<file path="src/rtl/mmio_uart_tx.sv">
// rtl/mmio_uart_tx.sv - memory-mapped UART transmitter with a byte FIFO and an 8N1 serial shifter.
// Define MMIO_UART_TX_PARITY_EN to insert an even-parity bit after the data bits.
module mmio_uart_tx #(
  parameter logic [31:0] BASE        = 32'h0000_0400,
  parameter int          DEPTH       = 4,
  parameter logic [15:0] DEFAULT_DIV = 16'd4
) (
  input  logic        clk,
  input  logic        reset,
  input  logic        we,
  input  logic [31:0] a,
  input  logic [31:0] wd,
  output logic [31:0] rd,
  output logic        tx
);

  localparam int AW = $clog2(DEPTH);
  localparam logic [AW:0] FULL_CNT = (AW + 1)'(DEPTH);

  typedef enum logic [2:0] {
    S_IDLE,
    S_START,
    S_DATA,
`ifdef MMIO_UART_TX_PARITY_EN
    S_PARITY,
`endif
    S_STOP
  } state_t;

  state_t        state_q;
  logic          tx_q;
  logic [15:0]   baud_q;
  logic [2:0]    bit_q;
  logic [7:0]    shift_q;
  logic [15:0]   cur_div_q;
  logic [15:0]   div_q;
  logic          ovf_q, ovf_d;
  logic [7:0]    mem_q [DEPTH];
  logic [AW-1:0] wr_ptr_q, rd_ptr_q;
  logic [AW:0]   count_q, count_d;
`ifdef MMIO_UART_TX_PARITY_EN
  logic          par_q;
  localparam logic PAR_BIT = 1'b1;
`else
  localparam logic PAR_BIT = 1'b0;
`endif

  logic [29:0] word;
  logic        sel_data, sel_stat, sel_div;
  logic        full, empty, busy, push, pop, baud_last;
  logic [7:0]  head;
  logic        unused_ok;

  assign word      = a[31:2];
  assign sel_data  = (word == BASE[31:2]);
  assign sel_stat  = (word == BASE[31:2] + 30'd1);
  assign sel_div   = (word == BASE[31:2] + 30'd2);
  assign full      = (count_q == FULL_CNT);
  assign empty     = (count_q == '0);
  assign busy      = (state_q != S_IDLE);
  assign push      = we && sel_data && !full;
  assign pop       = (state_q == S_IDLE) && !empty;
  assign head      = mem_q[rd_ptr_q];
  assign baud_last = (baud_q == cur_div_q - 16'd1);
  assign tx        = tx_q;
  assign unused_ok = ^{wd[31:16], a[1:0]};

  always_comb begin
    rd = 32'h0;
    if (sel_stat)     rd = {27'h0, PAR_BIT, ovf_q, empty, full, busy};
    else if (sel_div) rd = {16'h0, div_q};
  end

  // A dropped write sets ovf even when a clear lands on the same edge.
  always_comb begin
    ovf_d = ovf_q;
    if (we && sel_stat && wd[3]) ovf_d = 1'b0;
    if (we && sel_data && full)  ovf_d = 1'b1;
    count_d = count_q;
    if (push && !pop)      count_d = count_q + 1'b1;
    else if (pop && !push) count_d = count_q - 1'b1;
  end

  always_ff @(posedge clk) begin
    if (push) mem_q[wr_ptr_q] <= wd[7:0];
  end

  always_ff @(posedge clk or posedge reset) begin
    if (reset) begin
      wr_ptr_q <= '0;
      rd_ptr_q <= '0;
      count_q  <= '0;
      ovf_q    <= 1'b0;
      div_q    <= DEFAULT_DIV;
    end else begin
      if (push) wr_ptr_q <= wr_ptr_q + 1'b1;
      if (pop)  rd_ptr_q <= rd_ptr_q + 1'b1;
      count_q <= count_d;
      ovf_q   <= ovf_d;
      if (we && sel_div) div_q <= (wd[15:0] == 16'h0) ? 16'd1 : wd[15:0];
    end
  end

  always_ff @(posedge clk or posedge reset) begin
    if (reset) begin
      state_q   <= S_IDLE;
      tx_q      <= 1'b1;
      baud_q    <= '0;
      bit_q     <= '0;
      shift_q   <= '0;
      cur_div_q <= DEFAULT_DIV;
`ifdef MMIO_UART_TX_PARITY_EN
      par_q     <= 1'b0;
`endif
    end else begin
      case (state_q)
        S_IDLE: begin
          if (!empty) begin
            state_q   <= S_START;
            tx_q      <= 1'b0;
            baud_q    <= '0;
            shift_q   <= head;
            cur_div_q <= div_q;
`ifdef MMIO_UART_TX_PARITY_EN
            par_q     <= ^head;
`endif
          end
        end
        S_START: begin
          if (baud_last) begin
            baud_q  <= '0;
            bit_q   <= '0;
            state_q <= S_DATA;
            tx_q    <= shift_q[0];
          end else begin
            baud_q <= baud_q + 16'd1;
          end
        end
        S_DATA: begin
          if (baud_last) begin
            baud_q <= '0;
            if (bit_q == 3'd7) begin
`ifdef MMIO_UART_TX_PARITY_EN
              state_q <= S_PARITY;
              tx_q    <= par_q;
`else
              state_q <= S_STOP;
              tx_q    <= 1'b1;
`endif
            end else begin
              bit_q   <= bit_q + 3'd1;
              shift_q <= {1'b0, shift_q[7:1]};
              tx_q    <= shift_q[1];
            end
          end else begin
            baud_q <= baud_q + 16'd1;
          end
        end
`ifdef MMIO_UART_TX_PARITY_EN
        S_PARITY: begin
          if (baud_last) begin
            baud_q  <= '0;
            state_q <= S_STOP;
            tx_q    <= 1'b1;
          end else begin
            baud_q <= baud_q + 16'd1;
          end
        end
`endif
        S_STOP: begin
          if (baud_last) begin
            baud_q  <= '0;
            state_q <= S_IDLE;
          end else begin
            baud_q <= baud_q + 16'd1;
          end
        end
        default: begin
          state_q <= S_IDLE;
          tx_q    <= 1'b1;
        end
      endcase
    end
  end

endmodule

</file>
<file path="config.mk">
export PLATFORM = sky130hd
export DESIGN_NAME = mmio_uart_tx
export DESIGN_NICKNAME = d
export VERILOG_FILES = /design/src/rtl/mmio_uart_tx.sv
export SDC_FILE = /design/constraint.sdc
export NUM_CORES = 1
export LEC_CHECK = 0
export BUFFER_PORTS_ARGS = -buffer_cell sky130_fd_sc_hd__buf_2
export CORE_MARGIN = 4
export CORE_UTILIZATION = 40
export DETAILED_ROUTE_END_ITERATION = 7
export GPL_TIMING_DRIVEN = 0
export PLACE_DENSITY_LB_ADDON = 0.3
export SETUP_SLACK_MARGIN = 0.2
export SLEW_MARGIN = 20
export SYNTH_ARGS = -nofsm -noshare
export SYNTH_HDL_FRONTEND = slang
export SYNTH_SLANG_ARGS = --single-unit
export TNS_END_PERCENT = 100
</file>
<file path="constraint.sdc">
create_clock -name clk -period 4.45 [get_ports clk]
set_input_delay 1.1125 -clock clk [delete_from_list [all_inputs] [get_ports clk]]
set_output_delay 1.1125 -clock clk [all_outputs]
set_load 0.1 [all_outputs]
</file>
* Word-level counts from Yosys, hierarchy flattened
Memories as Yosys holds them, arrays and structs flattened.
Index checks and enable logic that the tools add are counted.
** Word-level totals
- Bits in read-only memories :: 0
- Latch bits :: 0
- Output and inout port bits :: 33
- Bits in writable memories :: 32
- Word-level logic and storage cells :: 95
- Memories kept :: 1
- Register bits :: 71
- Input port bits :: 67
** Memories
- mem_q :: words 4, bits a word 8, read ports 1, clocked after memory_dff 0, wr ports 1, RTL line 38 : logic [7:0] mem_q [DEPTH];
** Cells by class
- Bitwise logic cells :: 2
- Order comparisons :: 0
- Mux-type cells :: 30
- Shifts and indexed selects :: 0
- Reductions and logical operators :: 29
- Divide/modulo/power cells :: 0
- Add/sub/neg operators :: 7
- $mul :: 0
- Equal/unequal tests :: 15
** Operators with widths (count)
- equality test 30 x 9 -> 1 bit (second input constant) :: 3
- 2-to-1 mux 16 bit :: 5
- case mux 16 bit (2 select lines) :: 1
- 2-to-1 mux 3 bit :: 9
- 2-to-1 mux 8 bit :: 3
- adder 16 x 1 -> 16 bit (second input constant) :: 1
- equality test 16 bit :: 1
- logical NOT 16 bit :: 1
- case mux 8 bit (2 select lines) :: 1
- subtractor 16 x 1 -> 16 bit (second input constant) :: 1
- != test 2 bit (second input constant) :: 6
- case mux 3 bit (4 select lines) :: 1
- AND reduction 4 bit :: 3
- nonzero test 2 bit :: 5
- logical AND 1 bit :: 9
- 2-to-1 mux 1 bit :: 8
- adder 3 x 1 -> 3 bit (second input constant) :: 2
- equality test 3 x 2 -> 1 bit (second input constant) :: 2
- equality test 3 bit (second input constant) :: 2
- logical NOT 3 bit :: 2
- case mux 3 bit (2 select lines) :: 1
- AND reduction 5 bit :: 1
- adder 2 x 1 -> 2 bit (second input constant) :: 2
- logical NOT 1 bit :: 4
- 7 further kinds :: 9

* Longest topological paths before layout
- Word-level depth :: 7
- Mapped depth :: 11
- Gate-level depth less buffers :: 11

* Worst setup path after synthesis
No wires, ideal clock.
- Path kind :: input-to-output
- From :: in a[5]
- To :: out rd[10]
- Path slack :: 0.153 ns
- Required time :: 3.338 ns
- Stages on the path :: 5
- Path buffers :: 1
- Arrival :: 3.185 ns
- Cell sequence :: nor4b_1 -> nand4_1 -> nor4_1 -> clkbuf_1 -> and2_1
** On the way
- Cells in the longest elaborated chain, start to end :: 3
- Elaborated cells on any way between the ends :: 4
- Those cells by class :: eq/ne (2); mux (2)
** Ends and longest elaborated chain
- start, declared :: RTL line 11 : input logic [31:0] a,
- equality test 30 x 9 -> 1 bit :: RTL line 57 : assign sel_div = (word == BASE[31:2] + 30'd2);
- 2-to-1 mux 16 bit :: RTL line 71 : else if (sel_div) rd = {16'h0, div_q};
- 2-to-1 mux 16 bit * :: RTL line 70 : if (sel_stat) rd = {27'h0, PAR_BIT, ovf_q, empty, full, busy};
- end, declared :: RTL line 13 : output logic [31:0] rd,
Every way passes the cells marked *; elsewhere a longest branch is shown, timed or not.

* Final worst setup path
- From :: in a[5]
- To :: out rd[4]
Same word-level chain as after synthesis.

==> results.ini <==
[run_status]
outcome = complete, no violations

[logic_synthesis]
post_synth_most_frequent_cells = dfrtp_1 (67), mux2_2 (42), nand2_1 (36)
number_of_instances_in_the_synthesized_netlist = 466
synth-async-reset-ratio_pct = 68.6
syn_area_um2 = 5460
synth_area_leader_cell = dfrtp_1
synth_top_area_share_pct = 30.7
number_of_warnings_printed_during_yosys_synthesis = 0
ys_ff_latch = 102
synth.yosys.seq_area_share_pct = 49.8
syn_avg_cell_area_um2 = 11.7
dominantRegCellSynth = dfrtp_1
post-synth-top-count-cell = dfrtp_1
yosysUniqueCellTypes = 61
synth-edff-count = 32
synth_area_leaders = dfrtp_1 (31%), edfxtp_1 (18%), mux2_2 (8.7%)

[critical_path]
critical_path.endpoint_type = output port
worst_ep_arrival_time_ns = 2.92
regToRegSetupSlack_ns = 0.65
critical_path.reg2reg.endpoint = shift_q[6]
reg2regPathDepth = 9
timing.critical_path.required_ns = 3.34
path_max_fanout = 6
worstReg2RegStart = cur_div_q[0]
crit_type = input port to output port
critPathLaunchType = input port

[drt]
route.detailed.drc = 0
vias = 3882
detailedRoute.firstIterationViolations = 162
first_pass_iters = 5
routed_via_density = 5.25
drt_wl_total_um = 11400
antenna_violating_nets_post_route = 0
route.detailed.wl_per_inst_um = 15.5

[hold_path]
worstHoldPathType = register to register
worstHoldEndpoint = count_q[2]
worst_hold_path.num_cells = 1
hold_start = count_q[2]

[sta]
rsz0062_at_grt = false
worst_clock_skew_ns = 0.00900
number_of_failing_setup_endpoints_in_the_final_timing_report = 0
fin_worst_hold_slack_ns = 0.506
relative_slew_margins_pct = 41.1
worst-slew-pin-transition_ns = 0.875
period_utilization_post_route_pct = 90.5
final_max_slew_viol_count = 0
timing_hold_violations_final = 0
period_minus_slack_ns = 4.03
fin_tns_setup_ns = 0
fmax_mhz = 248

[pwr]
net-switching-power_uw = 448
pwr-share-clk_pct = 44.2
internal-power_mw = 1.50
power_leakage_nw = 2.89
netSwitchingFraction_pct = 23.0
power.combinational.fraction_pct = 6.1
pwr_density_cell_nw_per_um2 = 300
power.share.sequential_pct = 49.7
ir_worst_vdd_v = 0.000179

[layout]
layout.cell_area.non_filler_um2 = 6480
multi_input_area_um2 = 2570
post_route_cells_drive_above_1_share_pct = 32.3
areaGrowthSynthToFinish_pct = 18.7
antenna_cells_inserted = 0
filler_instances = 1180
seq_area_um2 = 2720
fin_nets = 642

[clock_network]
tritoncts = built
cts.reportedPaths.clkPinSlew_ns = 0.07
cts_root_buffer = clkbuf_16
numCtsBuffers = 9
clock_network_latency_to_the_later_pin_of_the_worst_skew_pair_ns = 0.35
cts_max_level = 3
clock_tree.buffer_depth = 2
cts.sinks = 102

[die]
fp.dieH_um = 125
die_w_um = 125
core_region_area_um2 = 13300
initial_core_utilization_pct = 41.0
io_pins = 100
fp-row-count = 42
die_area_um2 = 15600

[place]
gp_routability_congestion = 0.818
postPlaceCellArea_um2 = 6100
dp_hpwl_um = 8780
port_buffers = 65

[global_routing]
grt_usage_pct = 15.0
wire_length_of_the_first_global_routing_pass_um = 19100
globalRouteOverflowTotal = 0
first_global_vias = 3755
initial_antenna_violation_count = 0
grt_start_max_net_pins = 48

[job]
timing.max_cap.violations = 0

==> cell usage in the layout (no fill, tap or decap), types with 7 or more instances in the layout <==
cell / Yosys / routed
edfxtp_1: 32 / 32
a22o_1: 8 / 8
buf_2: 2 / 57
nor4_1: 18 / 17
o21ai_0: 10 / 10
o311ai_0: 8 / 8
nor2_1: 17 / 17
buf_4: 17 / 28
clkbuf_16: 0 / 9
clkbuf_1: 12 / 11
and2_2: 1 / 11
xnor2_1: 14 / 14
mux2_2: 42 / 42
and3_1: 8 / 8
nand2_1: 36 / 36
nand3_1: 7 / 7
inv_1: 13 / 12
conb_1: 1 / 16
xor2_1: 11 / 11
ha_1: 15 / 15
a21oi_1: 11 / 11
mux4_2: 8 / 8
o21a_1: 10 / 10
nor3_1: 13 / 13
nor3b_1: 10 / 10
and2_1: 19 / 9
dfrtp_1: 67 / 67
==> worst max-delay path by stage <==
stage | from | depth (start not counted) | end
global route | a[5] | 12 | count_q[2]
CTS | a[5] | 7 | rd[14]
detailed placement | a[5] | 7 | rd[14]
global placement | a[5] | 7 | rd[14]
finish | a[5] | 7 | rd[4]
floorplan | a[5] | 4 | rd[0]
==> cell type report <==
type                    count  area share [%]
plain buffers              34            3.17
clock buffers               9            3.48
clock inverters             7            1.58
inverters                  13           0.792
multi-input cells         332            39.7
flip-flops and latches    102            41.9
well taps                 176            3.40
repair buffers             67            5.95
==> critical path: stages <==
cell     delay, ns
buf_2         0.10
nor4b_1       0.36
nand4_1       0.23
nor4_4        0.33
buf_4         0.19
and2_1        0.16
buf_2         0.43
==> sequential cells by signal, indices dropped and copies added (netlist names) <==
| name | count |
|---|---|
| baud_q | 16 |
| bit_q | 3 |
| count_q | 3 |
| cur_div_q | 16 |
| div_q | 16 |
| mem_q | 32 |
| ovf_q | 1 |
| rd_ptr_q | 2 |
| shift_q | 8 |
| state_q | 2 |
| tx | 1 |
| wr_ptr_q | 2 |
==> what timing repair did <==
item,4_1_cts,5_1_grt
hold buffers,0,0
gates resized for setup,12,2
buffers inserted,0,1
endpoints found under the setup margin,16,10
pin swaps,0,1
gates cloned,0,0
==> logic make-up (layout without fill, tap and decap cells) <==
kind of cell / Yosys count / count (layout) / synth area share [%]
adders and majority gates: 16 / 16 / 3.81
and+or+nand+nor: 152 / 152 / 15.3
other: 1 / 16 / 0.0687
buffers and inverters: 47 / 130 / 4.63
xor gates and xnor gates: 25 / 25 / 4.01
AOI/OAI and AO/OA: 72 / 72 / 10.2
DFF: 102 / 102 / 49.8
muxes: 51 / 51 / 12.2
==> per-layer routing <==
| metal | routed length (um) | share of wire (%) | GRT usage, % | vias to the layer above |
|---|---|---|---|---|
| met5 | 0 | 0 | 0 | - |
| met4 | 269 | 2.4 | 5.61 | 0 |
| met3 | 597 | 5.2 | 2.62 | 19 |
| met2 | 5450 | 48 | 25.3 | 117 |
| met1 | 5130 | 45 | 19.5 | 1868 |
| li1 | - | - | - | 1878 |
==> metrics by stage <==
step	power [mW]	utilization, %	setup WS, ns	cells
2_1_floorplan	1.07	-	0.312	481
3_3_place_gp	1.10	45.7	-0.192	722
3_5_place_dp	1.10	45.9	-0.274	723
4_1_cts	1.96	48.6	0.238	739
5_1_grt	2.00	48.7	0.292	740
6_report	1.94	48.7	0.422	740
==> power by group through the flow <==
stage	sequential, mW	combinational (mW)	clock (mW)
after floorplan	0.986	0.0812	0
final	0.967	0.119	0.859
after CTS	0.967	0.120	0.873
after global placement	0.986	0.113	0
after global routing	0.966	0.126	0.912
after detailed placement	0.986	0.119	0
Note: power is estimated with default switching activity, not from simulation.
